===== src/rtl/alu_rr_arbiter.sv =====
// Round-robin arbiter sharing one combinational ALU between two requesters.
// Optional illegal-op check enabled by defining ALU_OPCHK_EN (adds rsp_err).
`timescale 1ns/1ps

module alu_rr_arbiter #(
    parameter int DATA_W = 4,
    parameter int CTRL_W = 4
) (
    input  logic              clk,
    input  logic              rst,

    input  logic              req0_valid,
    output logic              req0_ready,
    input  logic [DATA_W-1:0] req0_a,
    input  logic [DATA_W-1:0] req0_b,
    input  logic [CTRL_W-1:0] req0_op,

    input  logic              req1_valid,
    output logic              req1_ready,
    input  logic [DATA_W-1:0] req1_a,
    input  logic [DATA_W-1:0] req1_b,
    input  logic [CTRL_W-1:0] req1_op,

    output logic [DATA_W-1:0] alu_a,
    output logic [DATA_W-1:0] alu_b,
    output logic [CTRL_W-1:0] alu_ctrl,
    input  logic [DATA_W-1:0] alu_result,
    input  logic              alu_carry,
    input  logic              alu_ovf,

    output logic              rsp_valid,
    input  logic              rsp_ready,
    output logic              rsp_id,
    output logic [DATA_W-1:0] rsp_result,
    output logic              rsp_carry,
    output logic              rsp_ovf
`ifdef ALU_OPCHK_EN
    ,
    output logic              rsp_err
`endif
);

    typedef enum logic [1:0] {
        ST_IDLE = 2'd0,
        ST_EXEC = 2'd1,
        ST_RESP = 2'd2
    } state_t;

    state_t            state, state_nxt;
    logic              ptr;
    logic              any_valid;
    logic              grant_id;
    logic              accept;
    logic              illegal;
    logic [DATA_W-1:0] sel_a;
    logic [DATA_W-1:0] sel_b;
    logic [CTRL_W-1:0] sel_op;

    // Contention resolves to the pointer; a lone requester always wins.
    always_comb begin
        any_valid = req0_valid | req1_valid;
        grant_id  = (req0_valid && req1_valid) ? ptr : req1_valid;
        accept    = (state == ST_IDLE) && any_valid;
        sel_a     = grant_id ? req1_a  : req0_a;
        sel_b     = grant_id ? req1_b  : req0_b;
        sel_op    = grant_id ? req1_op : req0_op;
    end

`ifdef ALU_OPCHK_EN
    assign illegal = (sel_op > CTRL_W'(4'b1011));
`else
    assign illegal = 1'b0;
`endif

    always_ff @(posedge clk or posedge rst) begin
        if (rst) state <= ST_IDLE;
        else     state <= state_nxt;
    end

    always_comb begin
        state_nxt  = state;
        req0_ready = 1'b0;
        req1_ready = 1'b0;
        case (state)
            ST_IDLE: begin
                req0_ready = accept && !grant_id;
                req1_ready = accept &&  grant_id;
                if (accept) state_nxt = illegal ? ST_RESP : ST_EXEC;
            end
            ST_EXEC: state_nxt = ST_RESP;
            ST_RESP: if (rsp_ready) state_nxt = ST_IDLE;
            default: state_nxt = ST_IDLE;
        endcase
    end

    always_ff @(posedge clk or posedge rst) begin
        if (rst) begin
            ptr        <= 1'b0;
            alu_a      <= '0;
            alu_b      <= '0;
            alu_ctrl   <= '0;
            rsp_valid  <= 1'b0;
            rsp_id     <= 1'b0;
            rsp_result <= '0;
            rsp_carry  <= 1'b0;
            rsp_ovf    <= 1'b0;
`ifdef ALU_OPCHK_EN
            rsp_err    <= 1'b0;
`endif
        end else begin
            if (accept) begin
                ptr    <= ~grant_id;
                rsp_id <= grant_id;
                if (!illegal) begin
                    alu_a    <= sel_a;
                    alu_b    <= sel_b;
                    alu_ctrl <= sel_op;
                end else begin
                    // Rejected op answers directly without touching the ALU.
                    rsp_valid  <= 1'b1;
                    rsp_result <= '0;
                    rsp_carry  <= 1'b0;
                    rsp_ovf    <= 1'b0;
`ifdef ALU_OPCHK_EN
                    rsp_err    <= 1'b1;
`endif
                end
            end
            if (state == ST_EXEC) begin
                rsp_valid  <= 1'b1;
                rsp_result <= alu_result;
                rsp_carry  <= alu_carry;
                rsp_ovf    <= alu_ovf;
`ifdef ALU_OPCHK_EN
                rsp_err    <= 1'b0;
`endif
            end
            if (state == ST_RESP && rsp_ready) begin
                rsp_valid <= 1'b0;
            end
        end
    end

endmodule


===== config.mk =====
export PLATFORM = sky130hd
export DESIGN_NAME = alu_rr_arbiter
export DESIGN_NICKNAME = d
export VERILOG_FILES = /design/src/rtl/alu_rr_arbiter.sv
export SDC_FILE = /design/constraint.sdc
export NUM_CORES = 1
export LEC_CHECK = 0
export CORE_MARGIN = 3
export CORE_UTILIZATION = 30
export DETAILED_ROUTE_END_ITERATION = 10
export GPL_ROUTABILITY_DRIVEN = 1
export GPL_TIMING_DRIVEN = 0
export PLACE_DENSITY = 0.64
export SYNTH_ARGS = -nofsm -noshare
export SYNTH_HDL_FRONTEND = slang
export SYNTH_SLANG_ARGS = --single-unit

===== constraint.sdc =====
create_clock -name clk -period 1.36 [get_ports clk]
set_input_delay 0.408 -clock clk [delete_from_list [all_inputs] [get_ports clk]]
set_output_delay 0.408 -clock clk [all_outputs]
set_load 0.02 [all_outputs]

[After elaboration in Yosys (flattened, before gate mapping)]
Cells that the tools add are included.
Widths: inputs -> output; s select.
Operators by class
  shift operators: 0
  divide/modulo/power cells: 0
  bitwise operators: 2
  equality and inequality tests: 4
  multiplexer cells: 11
  order comparisons: 0
  add/sub/neg operators: 0
  reduce and logical (&&, ||, !) cells: 9
  multipliers: 0
Operator list (number)
  $mux 4: 3
  $pmux 2 s3: 1
  $logic_and 1x1->1: 5
  $mux 1: 5
  $mux 2: 2
  $ne 2x2->1 const B: 2
  $eq 2x1->1 const B: 1
  $eq 2x2->1 const B: 1
  $logic_not 2->1: 1
  $reduce_and 2->1: 1
  $reduce_bool 2->1: 1
  $logic_not 1->1: 1
  $not 1->1: 1
  $or 1x1->1: 1
Word-level totals
  word-level logic and storage cells: 36
  RAM bits: 0
  bits in read-only memories: 0
  memories kept: 0
  bits in registers: 23
  output and inout bits: 22
  bits in latches: 0
  input bits: 35

[Logic depth before layout (Yosys ltp)]
Gate-level depths: netlist of the first run.
  word-level depth: 5
  gate-level depth with buffers: 4
  gate-level depth less buffers: 3

[Least setup slack after synthesis of the first run]
No wires, ideal clock.
  path kind: reg-to-output
  start: register state[0]
  end: output req0_ready
  buffers on the path: 1
  slack: -47 ps
  cell stages (with the launch flop): 5
  data required time: 952 ps
  arrival time: 999 ps
  cells stage by stage: dfrtp_1 nor2_2 nand3_4 buf_6 inv_1
On the way
  longest elaborated chain between the ends: 4
RTL lines
  from (decl): line 49  | state_t state, state_nxt;
  from (signal assigned): line 77  | else state <= state_nxt;
  $logic_not 2->1 (*): line 63, 84
  $logic_and 1x1->1: line 63  | accept = (state == ST_IDLE) && any_valid;
  $logic_and 1x1->1: line 86  | req0_ready = accept && !grant_id;
  $mux 1 (*): line 84  | case (state)
  to (decl): line 13  | output logic req0_ready,
Every way passes the cells marked *; elsewhere a longest branch is shown, timed or not.

[Worst setup path in the final report of the first run]
  start: register state[0]
  end: output req1_ready
On the way
  longest elaborated chain between the ends: 4
RTL lines
  $logic_not 2->1 (*): line 63, 84
  $logic_and 1x1->1: line 63
  $logic_and 1x1->1: line 87  | req1_ready = accept && grant_id;
  $mux 1 (*): line 84
  to (decl): line 19  | output logic req1_ready,
Marked as above.

==> results of run 1 <==
## report_power, final
group,switching [W],internal [W],leakage [nW]
Clock,0.000211,0.000209,0.0228
Sequential,0.000242,0.00103,0.277
Combinational,0.00125,0.00129,0.597
Total,0.00170,0.00252,0.897
## cells in the mapped netlist
| cell type | count | share of area |
|---|---|---|
| inv_1 | 29 | 0.094 |
| dfrtp_1 | 23 | 0.50 |
| o21ai_2 | 9 | 0.068 |
| o221ai_2 | 9 | 0.12 |
| mux2_2 | 6 | 0.058 |
| o21ai_0 | 4 | 0.017 |
| buf_6 | 3 | 0.029 |
| nand2b_1 | 3 | 0.016 |
| o221ai_1 | 3 | 0.023 |
| buf_2 | 2 | 0.0087 |
| nand2_1 | 2 | 0.0065 |
| nor2_2 | 2 | 0.011 |
| a2bb2oi_1 | 1 | 0.0076 |
| nand3_2 | 1 | 0.0087 |
| nand3_4 | 1 | 0.015 |
| nor2_1 | 1 | 0.0032 |
| o21a_1 | 1 | 0.0065 |
| o21ai_1 | 1 | 0.0043 |
| or2_4 | 1 | 0.0076 |
## stage by stage
step           area [µm²]  hold WS (ns)  TNS (ns)  worst slack [ns]  total power [W]
6_report             1936        0.5078   -0.8990           -0.2260         0.004225
3_3_place_gp         1774        0.4779    -9.097            -1.036         0.003449
2_1_floorplan        1156        0.4099         0          0.002086         0.002571
3_5_place_dp         1774        0.4938    -10.19            -1.056         0.003513
5_1_grt              1933        0.5308    -1.147           -0.2577         0.004497
4_1_cts              1972        0.5114    -1.010           -0.2926         0.004263
## per-layer routing
layer,vias up,GRT usage
met2,33,0.2467
met3,2,0.01970
met5,-,0
met1,467,0.1622
met4,0,0.06203
li1,481,-
## path summary, 6_finish.rpt
kind / from / end / slack (ns) / cells past startpoint
max: state[0]$_DFFE_PP0P_ / req1_ready / -0.23 / 4
min: rsp_carry$_DFFE_PP0N_ / rsp_carry$_DFFE_PP0N_ / 0.51 / 1
max reg2reg: state[0]$_DFFE_PP0P_ / alu_b[1]$_DFFE_PP0N_ / -0.11 / 5
min reg2reg: rsp_carry$_DFFE_PP0N_ / rsp_carry$_DFFE_PP0N_ / 0.51 / 1
max in group asynchronous: rst / alu_a[0]$_DFFE_PP0N_ / 0.18 / 2
min in group asynchronous: rst / ptr$_DFFE_PP0N_ / 0.64 / 2
## final cells by class
| type | instances | area (µm²) | area share |
|---|---|---|---|
| well taps | 46 | 57.56 | 0.02973 |
| diodes | 1 | 2.502 | 0.001293 |
| plain buffers | 3 | 35.03 | 0.01810 |
| repair buffers | 66 | 599.3 | 0.3096 |
| inverters | 29 | 113.9 | 0.05882 |
| clock buffers | 4 | 45.04 | 0.02327 |
| flip-flops and latches | 23 | 575.6 | 0.2973 |
| multi-input cells | 45 | 506.7 | 0.2618 |
## state kept, by name, indices dropped and copies added, names as in the netlist
signal,count
rsp_result,4
state,2
alu_a,4
ptr,1
alu_b,4
rsp_valid,1
rsp_ovf,1
rsp_carry,1
rsp_id,1
alu_ctrl,4
## worst max-delay path: stages, from the launching register on
cell and delay [ns]:
dfrtp_1 0.43, nor2_4 0.19, nand3_4 0.12, inv_4 0.07
buf_6 0.10
## repair_timing
item,in CTS,in global routing
setup buffers,7,2
setup endpoints to repair,32,33
resized for setup,79,27
gates cloned,1,0
pin swaps,4,5
## logic make-up (layout without fill, tap and decap cells)
group,count (synthesis),count (layout)
other,0,1
and+or+nand+nor,11,11
DFF,23,23
buffers and inverters,34,102
AOI/OAI and AO/OA,28,28
muxes,6,6
==> flow_metrics.tcl, run 1 <==
set metrics [dict create \
    syn_to_final_growth_pct 67.42 \
    peakVddDrop_mv 0.7329 \
    syn_inst 102 \
    die_height_um 68.08 \
    start_util 0.3284 \
    cts.sinks 23 \
    cts_made_buffers 3 \
    synth-xor-area-share 0 \
    dr.pass1.iters 4 \
    dp.cells 204 \
    placement_rows 21 \
    routabilityCongestion 0.6997 \
    synthMuxAreaShare 0.05844 \
    ys_types 19 \
    wl_met3_um 178 \
    worstPathRequired_ns 0.95 \
    yosysWarnings 0 \
    cts_tree "yes" \
    hpwl_um 2216 \
    ys_seq_area_frac 0.4978 \
    cp-start-kind "register" \
    fmax_ghz 0.6305 \
    syn_avg_cell_area_um2 11.33 \
    hp-class "reg -> reg" \
    layout_common_cells "clkdlybuf4s50_1 (32), inv_1 (27), dfrtp_1 (23), clkbuf_2 (12), o221ai_2 (11)" \
    critPathArrivalTime_ns 1.18 \
    cts_buffer_depth 2 \
    wl_per_cell_um 14.44 \
    synthAdderAreaFrac 0 \
    report.final.slew_viol_count 0 \
    relSlewSlack 0.4139 \
    instances_no_fill 217 \
    antenna_found_initial 0 \
    h-tree-depth 1 \
    vias 983 \
    fp.dieW_um 68.08 \
    grt_pass1_wl_um 4774 \
    drc 0 \
    drt-total-wl_um 3133 \
    gr-total-overflow 0 \
    drive_gt1_frac 0.4471 \
    ioPinCount 57 \
    coreArea_mm2 0.003521 \
    nNetsFinal 206 \
    gr-usage-all-layers 0.1381 \
    met1_length_um 1334 \
    synth_fp_nets 137 \
    clk_latency_ns 0.26 \
    fillers 337 \
    hold_viol_final 0 \
    skew_ns 0.006384 \
    grt_max_degree 24 \
    die-area_mm2 0.004635 \
    cp-end-kind "output port" \
    mostFrequentLayoutCell "clkdlybuf4s50_1" \
    cts_root_buffer "clkbuf_8" \
    p_per_area_mw_per_mm2 2183 \
    synth_seq_cells 23 \
    viasPerCell 4.530 \
    worst_slew_pin_slew_ns 0.8782 \
    synth_area_mm2 0.001156 \
    layout_setup_ws_ns -0.2260 \
    synth_top_family_by_area "compound AO/OA/AOI/OAI gates" \
    cp_max_fo 3 \
    violations "setup timing" \
    finalCriticalPeriod_ns 1.586 \
    p_leak_nw 0.8966 \
    rsz0062_at_grt "true" \
    worstSetupPathType "reg -> out" \
    cts-hold-fix-buffers 0 \
    drtIter0Drc 36 \
    postRouteAntennaNets 0 \
    clk_pin_slew_worst_paths_ns 0.08 \
    routed.top_layer "met4" \
    finalCritPeriodShare 1.166 \
    cap_violations 0 \
    status "finished with violations" \
    grt_pass1_vias 1038 \
    synth_compound_area_frac 0.2435 \
    setup_viol 7 \
    synth-simple-area-share 0.06818 \
    portBuffers 56 \
    wl_met2_um 1594 \
    fin_util 0.5498 \
]
Note: power is estimated with default switching activity, not from simulation.
==> inputs of run 2 (changes only) <==
Settings changed: PLACE_DENSITY 0.64 to 0.74.
==> run 2 against run 1 <==
Total power up 2.5%; highest routed layer unchanged; critical path depth unchanged; largest power group unchanged; flip-flop and latch count stayed put; the flow still finishes with violations (setup timing); critical path type unchanged.
==> flow_metrics.tcl, run 2 (synthesis results as in run 1) <==
set metrics [dict create \
    clk_latency_ns 0.26 \
    crit_cells 4 \
    grt_max_degree 24 \
    dp.cells 204 \
    critPathArrivalTime_ns 1.15 \
    critPathCapture "req0_ready" \
    drive_gt1_frac 0.4602 \
    ioPinCount 57 \
    fp.dieW_um 68.08 \
    grt_pass1_wl_um 5030 \
    layout_setup_ws_ns -0.2004 \
    setup_viol 15 \
    syn_to_final_growth_pct 70.89 \
    worstPathRequired_ns 0.95 \
    p_per_area_mw_per_mm2 2192 \
    worst_path_largest_cell_delay_ns 0.43 \
    skew_ns 0.004252 \
    start_util 0.3284 \
    drc 0 \
    antenna_found_initial 0 \
    reg2reg_setup_slack_ns -0.15 \
    use_met1 0.1728 \
    gr-usage-all-layers 0.1444 \
    p_leak_nw 0.9299 \
    cp-end-kind "output port" \
    peakVddDrop_mv 1.044 \
    grtUsageMet3 0.02299 \
    worstSetupPathType "reg -> out" \
    cts-hold-fix-buffers 0 \
    placement_rows 21 \
    nNetsFinal 212 \
    cp-start-kind "register" \
    routabilityCongestion 0.7093 \
    cts_made_buffers 3 \
    layout_common_cells "clkdlybuf4s50_1 (32), inv_1 (27), dfrtp_1 (23), buf_4 (12), clkbuf_2 (11)" \
    grt_pass1_vias 1081 \
    slowest_stage "dfrtp_1" \
    met2_usage 0.2732 \
    h-tree-depth 1 \
    coreArea_mm2 0.003521 \
    status "finished with violations" \
    top_usage_layer "met2" \
    worst_path_dominant_cell_family "flip-flops" \
    cts_root_buffer "clkbuf_8" \
    gr-total-overflow 0 \
    antenna_cells 0 \
    dr.pass1.iters 3 \
    fillers 321 \
    finalCriticalPeriod_ns 1.560 \
    postRouteAntennaNets 0 \
    rsz0062_at_grt "true" \
    r2r-start "state[0]$_DFFE_PP0P_" \
    wl_per_cell_um 14.57 \
    drtIter0Drc 18 \
    mostFrequentLayoutCell "clkdlybuf4s50_1" \
    report.final.slew_viol_count 0 \
    die-area_mm2 0.004635 \
    fmax_ghz 0.6409 \
    hold_viol_final 0 \
    portBuffers 56 \
    hpwl_um 2291 \
    rr_endpoint "alu_ctrl[3]$_DFFE_PP0N_" \
    violations "setup timing" \
    startpoint "state[0]$_DFFE_PP0P_" \
    clk_pin_slew_worst_paths_ns 0.08 \
    viasPerCell 4.554 \
    finalCritPeriodShare 1.147 \
    cts_buffer_depth 2 \
    fin_area_mm2 0.001976 \
    critPathBufInv 2 \
    power.total_w 0.004330 \
    drt-total-wl_um 3235 \
    preCtsSetupSlack_ns -1.031 \
    postPlaceCellArea_mm2 0.001774 \
    cap_violations 0 \
    cts_tree "yes" \
    die_height_um 68.08 \
    hp-class "reg -> reg" \
    cp_cell_sequence "nor2_4 -> nand3_4 -> inv_4 -> buf_6" \
    cts.sinks 23 \
    cp_max_fo 3 \
    relSlewSlack 0.4321 \
    vias 1011 \
    fin_util 0.5611 \
    instances_no_fill 222 \
    worst_slew_pin_slew_ns 0.8510 \
    rr_worst_depth 6 \
]
-- run 2: worst reg2reg max path, delay by kind of cell, from the launching register on --
kind | cells | cell delay [ns]
buffers and inverters | 3 | 0.42
and+or+nand+nor | 1 | 0.30
AOI/OAI and AO/OA | 2 | 0.24
DFF | 1 | 0.43
-- run 2: worst min-delay path by stage --
stage	endpoint	slack [ns]	cells past startpoint	from
after floorplan	alu_a[0]$_DFFE_PP0N_	0.41	1	rst
after global placement	rsp_id$_DFFE_PP0N_	0.48	1	rsp_id$_DFFE_PP0N_
after detailed placement	rsp_id$_DFFE_PP0N_	0.49	1	rsp_id$_DFFE_PP0N_
after CTS	rsp_id$_DFFE_PP0N_	0.50	1	rsp_id$_DFFE_PP0N_
after global routing	rsp_id$_DFFE_PP0N_	0.54	1	rsp_id$_DFFE_PP0N_
final	rsp_id$_DFFE_PP0N_	0.50	1	rsp_id$_DFFE_PP0N_
-- run 2: per-stage QoR --
stage	hold slack, ns	TNS [ns]
2_1_floorplan	0.4099	0
3_3_place_gp	0.4772	-8.383
3_5_place_dp	0.4856	-9.175
4_1_cts	0.5040	-1.553
5_1_grt	0.5400	-2.429
6_report	0.4961	-1.853
-- run 2: report_power, final --
part	switching (W)	internal, W
clock	0.000199	0.000204
combinational	0.00131	0.00135
sequential	0.000241	0.00103
total	0.00175	0.00258
-- run 2: area by class of cell --
class / instances / area, µm² / area share
buffer: 3 / 38.79 / 0.01963
inverter: 29 / 113.9 / 0.05763
clock inverter: 1 / 5.005 / 0.002533
clock buffer: 3 / 41.29 / 0.02090
timing repair buffer: 72 / 636.9 / 0.3224
tap: 46 / 57.56 / 0.02913
sequential: 23 / 575.6 / 0.2913
multi-input combinational: 45 / 506.7 / 0.2565
-- run 2: repair_timing --
item	CTS	global route
pin swaps	12	10
setup endpoints to repair	32	38
buffers inserted	8	7
gates cloned	1	0
gates resized for setup	85	26
-- run 2: routing by layer --
metal / wire length (µm) / part of all wire / vias up
met5: 0 / 0 / -
li1: - / - / 487
met2: 1734 / 0.54 / 34
met4: 25 / 0.0077 / 0
met1: 1305 / 0.40 / 488
met3: 168 / 0.052 / 2
==> inputs of run 3 (changes only) <==
Settings changed: CORE_MARGIN 3 to 5.
==> run 3 against run 2 <==
The flow still finishes with violations (setup timing); routed wire length is 2.3% lower; maximum frequency hardly changed; non-clock buffer count shrank 8; critical path depth unchanged; count of clock-buffer cells in the layout is 1 higher; global-route usage down 2.4 points; clock power increased by 6.0%; sequential share of layout area rose by 1.4 points; die area is 12% higher; final area shrank 4.6%; combinational power down 11%; critical path type unchanged; largest cell class unchanged.
==> flow_metrics.tcl, run 3 (synthesis results as in run 1) <==
set metrics [dict create \
    gr-total-overflow 0 \
    finalCriticalPeriod_ns 1.562 \
    hpwl_um 2337 \
    die_height_um 72.08 \
    worstSetupPathType "reg -> out" \
    setup_viol 8 \
    p_leak_nw 0.8703 \
    layout_common_cells "clkdlybuf4s50_1 (32), inv_1 (26), dfrtp_1 (23), clkbuf_2 (10), o221ai_2 (9)" \
    cp_max_fo 3 \
    p_per_area_mw_per_mm2 2161 \
    relSlewSlack 0.6640 \
    rsz0062_at_grt "true" \
    critPathArrivalTime_ns 1.15 \
    mostFrequentLayoutCell "clkdlybuf4s50_1" \
    placement_rows 22 \
    cap_violations 0 \
    die-area_mm2 0.005196 \
    cts_root_buffer "clkbuf_8" \
    cts_buffer_depth 2 \
    violations "setup timing" \
    status "finished with violations" \
    skew_ns 0.002848 \
    start_util 0.3134 \
    fin_util 0.5109 \
    vias 958 \
    grt_pass1_vias 1007 \
    portBuffers 56 \
    finalCritPeriodShare 1.148 \
    coreArea_mm2 0.003689 \
    fp.dieW_um 72.08 \
    cts-hold-fix-buffers 0 \
    worstPathRequired_ns 0.95 \
    postRouteAntennaNets 0 \
    routabilityCongestion 0.7814 \
    fillers 345 \
    viasPerCell 4.435 \
    dr.pass1.iters 2 \
    clk_pin_slew_worst_paths_ns 0.08 \
    drc 0 \
    hold_ws_ns 0.5056 \
    cts_tree "yes" \
    cts_made_buffers 3 \
    ioPinCount 57 \
    fmax_ghz 0.6403 \
    wl_per_cell_um 14.64 \
    syn_to_final_growth_pct 62.99 \
    nNetsFinal 204 \
    antenna_cells 0 \
    drtIter0Drc 16 \
    cp-start-kind "register" \
    hold_viol_final 0 \
    peakVddDrop_mv 0.6902 \
    layout_setup_ws_ns -0.2018 \
    gr-usage-all-layers 0.1200 \
    cp-end-kind "output port" \
    drive_gt1_frac 0.3988 \
    h-tree-depth 1 \
    antenna_found_initial 0 \
    report.final.slew_viol_count 0 \
    cts.sinks 23 \
    grt_max_degree 24 \
    hp-class "in -> async" \
    drt-total-wl_um 3162 \
    worst_slew_pin_slew_ns 0.5029 \
    clk_latency_ns 0.26 \
    grt_pass1_wl_um 4899 \
    fin_tns_setup_ns -0.4813 \
]
==> run 3: cell types whose count changed in the layout (fill, tap and decap cells not counted), sizes merged <==
cell,previous run,this run
clkdlybuf4s15,4,3
buf,25,19
clkinv,1,0
inv,29,28
clkinvlp,0,1
==> run 3: layout make-up <==
cell class              count  area [µm²]  area share
plain buffers               3       32.53     0.01726
clock buffers               4       45.04     0.02390
repair buffers             64       555.5      0.2948
well taps                  48       60.06     0.03187
flip-flops and latches     23       575.6      0.3054
multi-input cells          45       500.5      0.2656
inverters                  29       115.1     0.06109
==> run 3: routing by layer <==
| layer | up-vias | part of all wire | global-route usage |
|---|---|---|---|
| met4 | 0 | 0.020 | 0.05010 |
| li1 | 472 | - | - |
| met3 | 5 | 0.032 | 0.01247 |
| met5 | - | 0 | 0 |
| met1 | 457 | 0.41 | 0.1378 |
| met2 | 24 | 0.54 | 0.2235 |
==> run 3: repair_timing <==
item / in CTS / in global routing
cloned: 0 / 1
setup buffers: 6 / 1
endpoints found under the setup margin: 32 / 50
pin swaps: 3 / 4
gates resized for setup: 71 / 29
==> run 3: worst paths after layout <==
kind                                      startpoint                    end  slack, ns  cells after the start
worst max-delay path            state[0]$_DFFE_PP0P_             req0_ready      -0.20                      4
worst min-delay path                             rst  rsp_valid$_DFFE_PP0P_       0.51                      2
worst max register to register  state[0]$_DFFE_PP0P_   alu_b[3]$_DFFE_PP0N_      -0.02                      5
worst min register to register    rsp_id$_DFFE_PP0N_     rsp_id$_DFFE_PP0N_       0.51                      1
max in group asynchronous                        rst   alu_a[2]$_DFFE_PP0N_       0.55                      2
min in group clk                  rsp_id$_DFFE_PP0N_     rsp_id$_DFFE_PP0N_       0.51                      1
==> run 3: critical path, cell delays in order, from the launching register on <==
cell     delay, ns
dfrtp_1       0.42
nor2_4        0.17
nand3_4       0.12
inv_4         0.07
buf_6         0.10
==> run 3: report_power, final <==
| part | total [W] | internal, W | switching [W] |
|---|---|---|---|
| Clock | 0.000427 | 0.000209 | 0.000218 |
| Sequential | 0.00128 | 0.00103 | 0.000250 |
| Combinational | 0.00237 | 0.00114 | 0.00123 |
| Total | 0.00407 | 0.00238 | 0.00170 |
==> run 3: through the flow <==
stage	instance area, µm²	power (W)	setup slack [ns]	instances
CTS	1914	0.004006	-0.2791	216
finish	1884	0.004073	-0.2018	216
floorplan	1156	0.002571	0.002086	102
global route	1884	0.004309	-0.2413	216
global placement	1777	0.003451	-1.017	206
detailed placement	1777	0.003510	-1.050	206
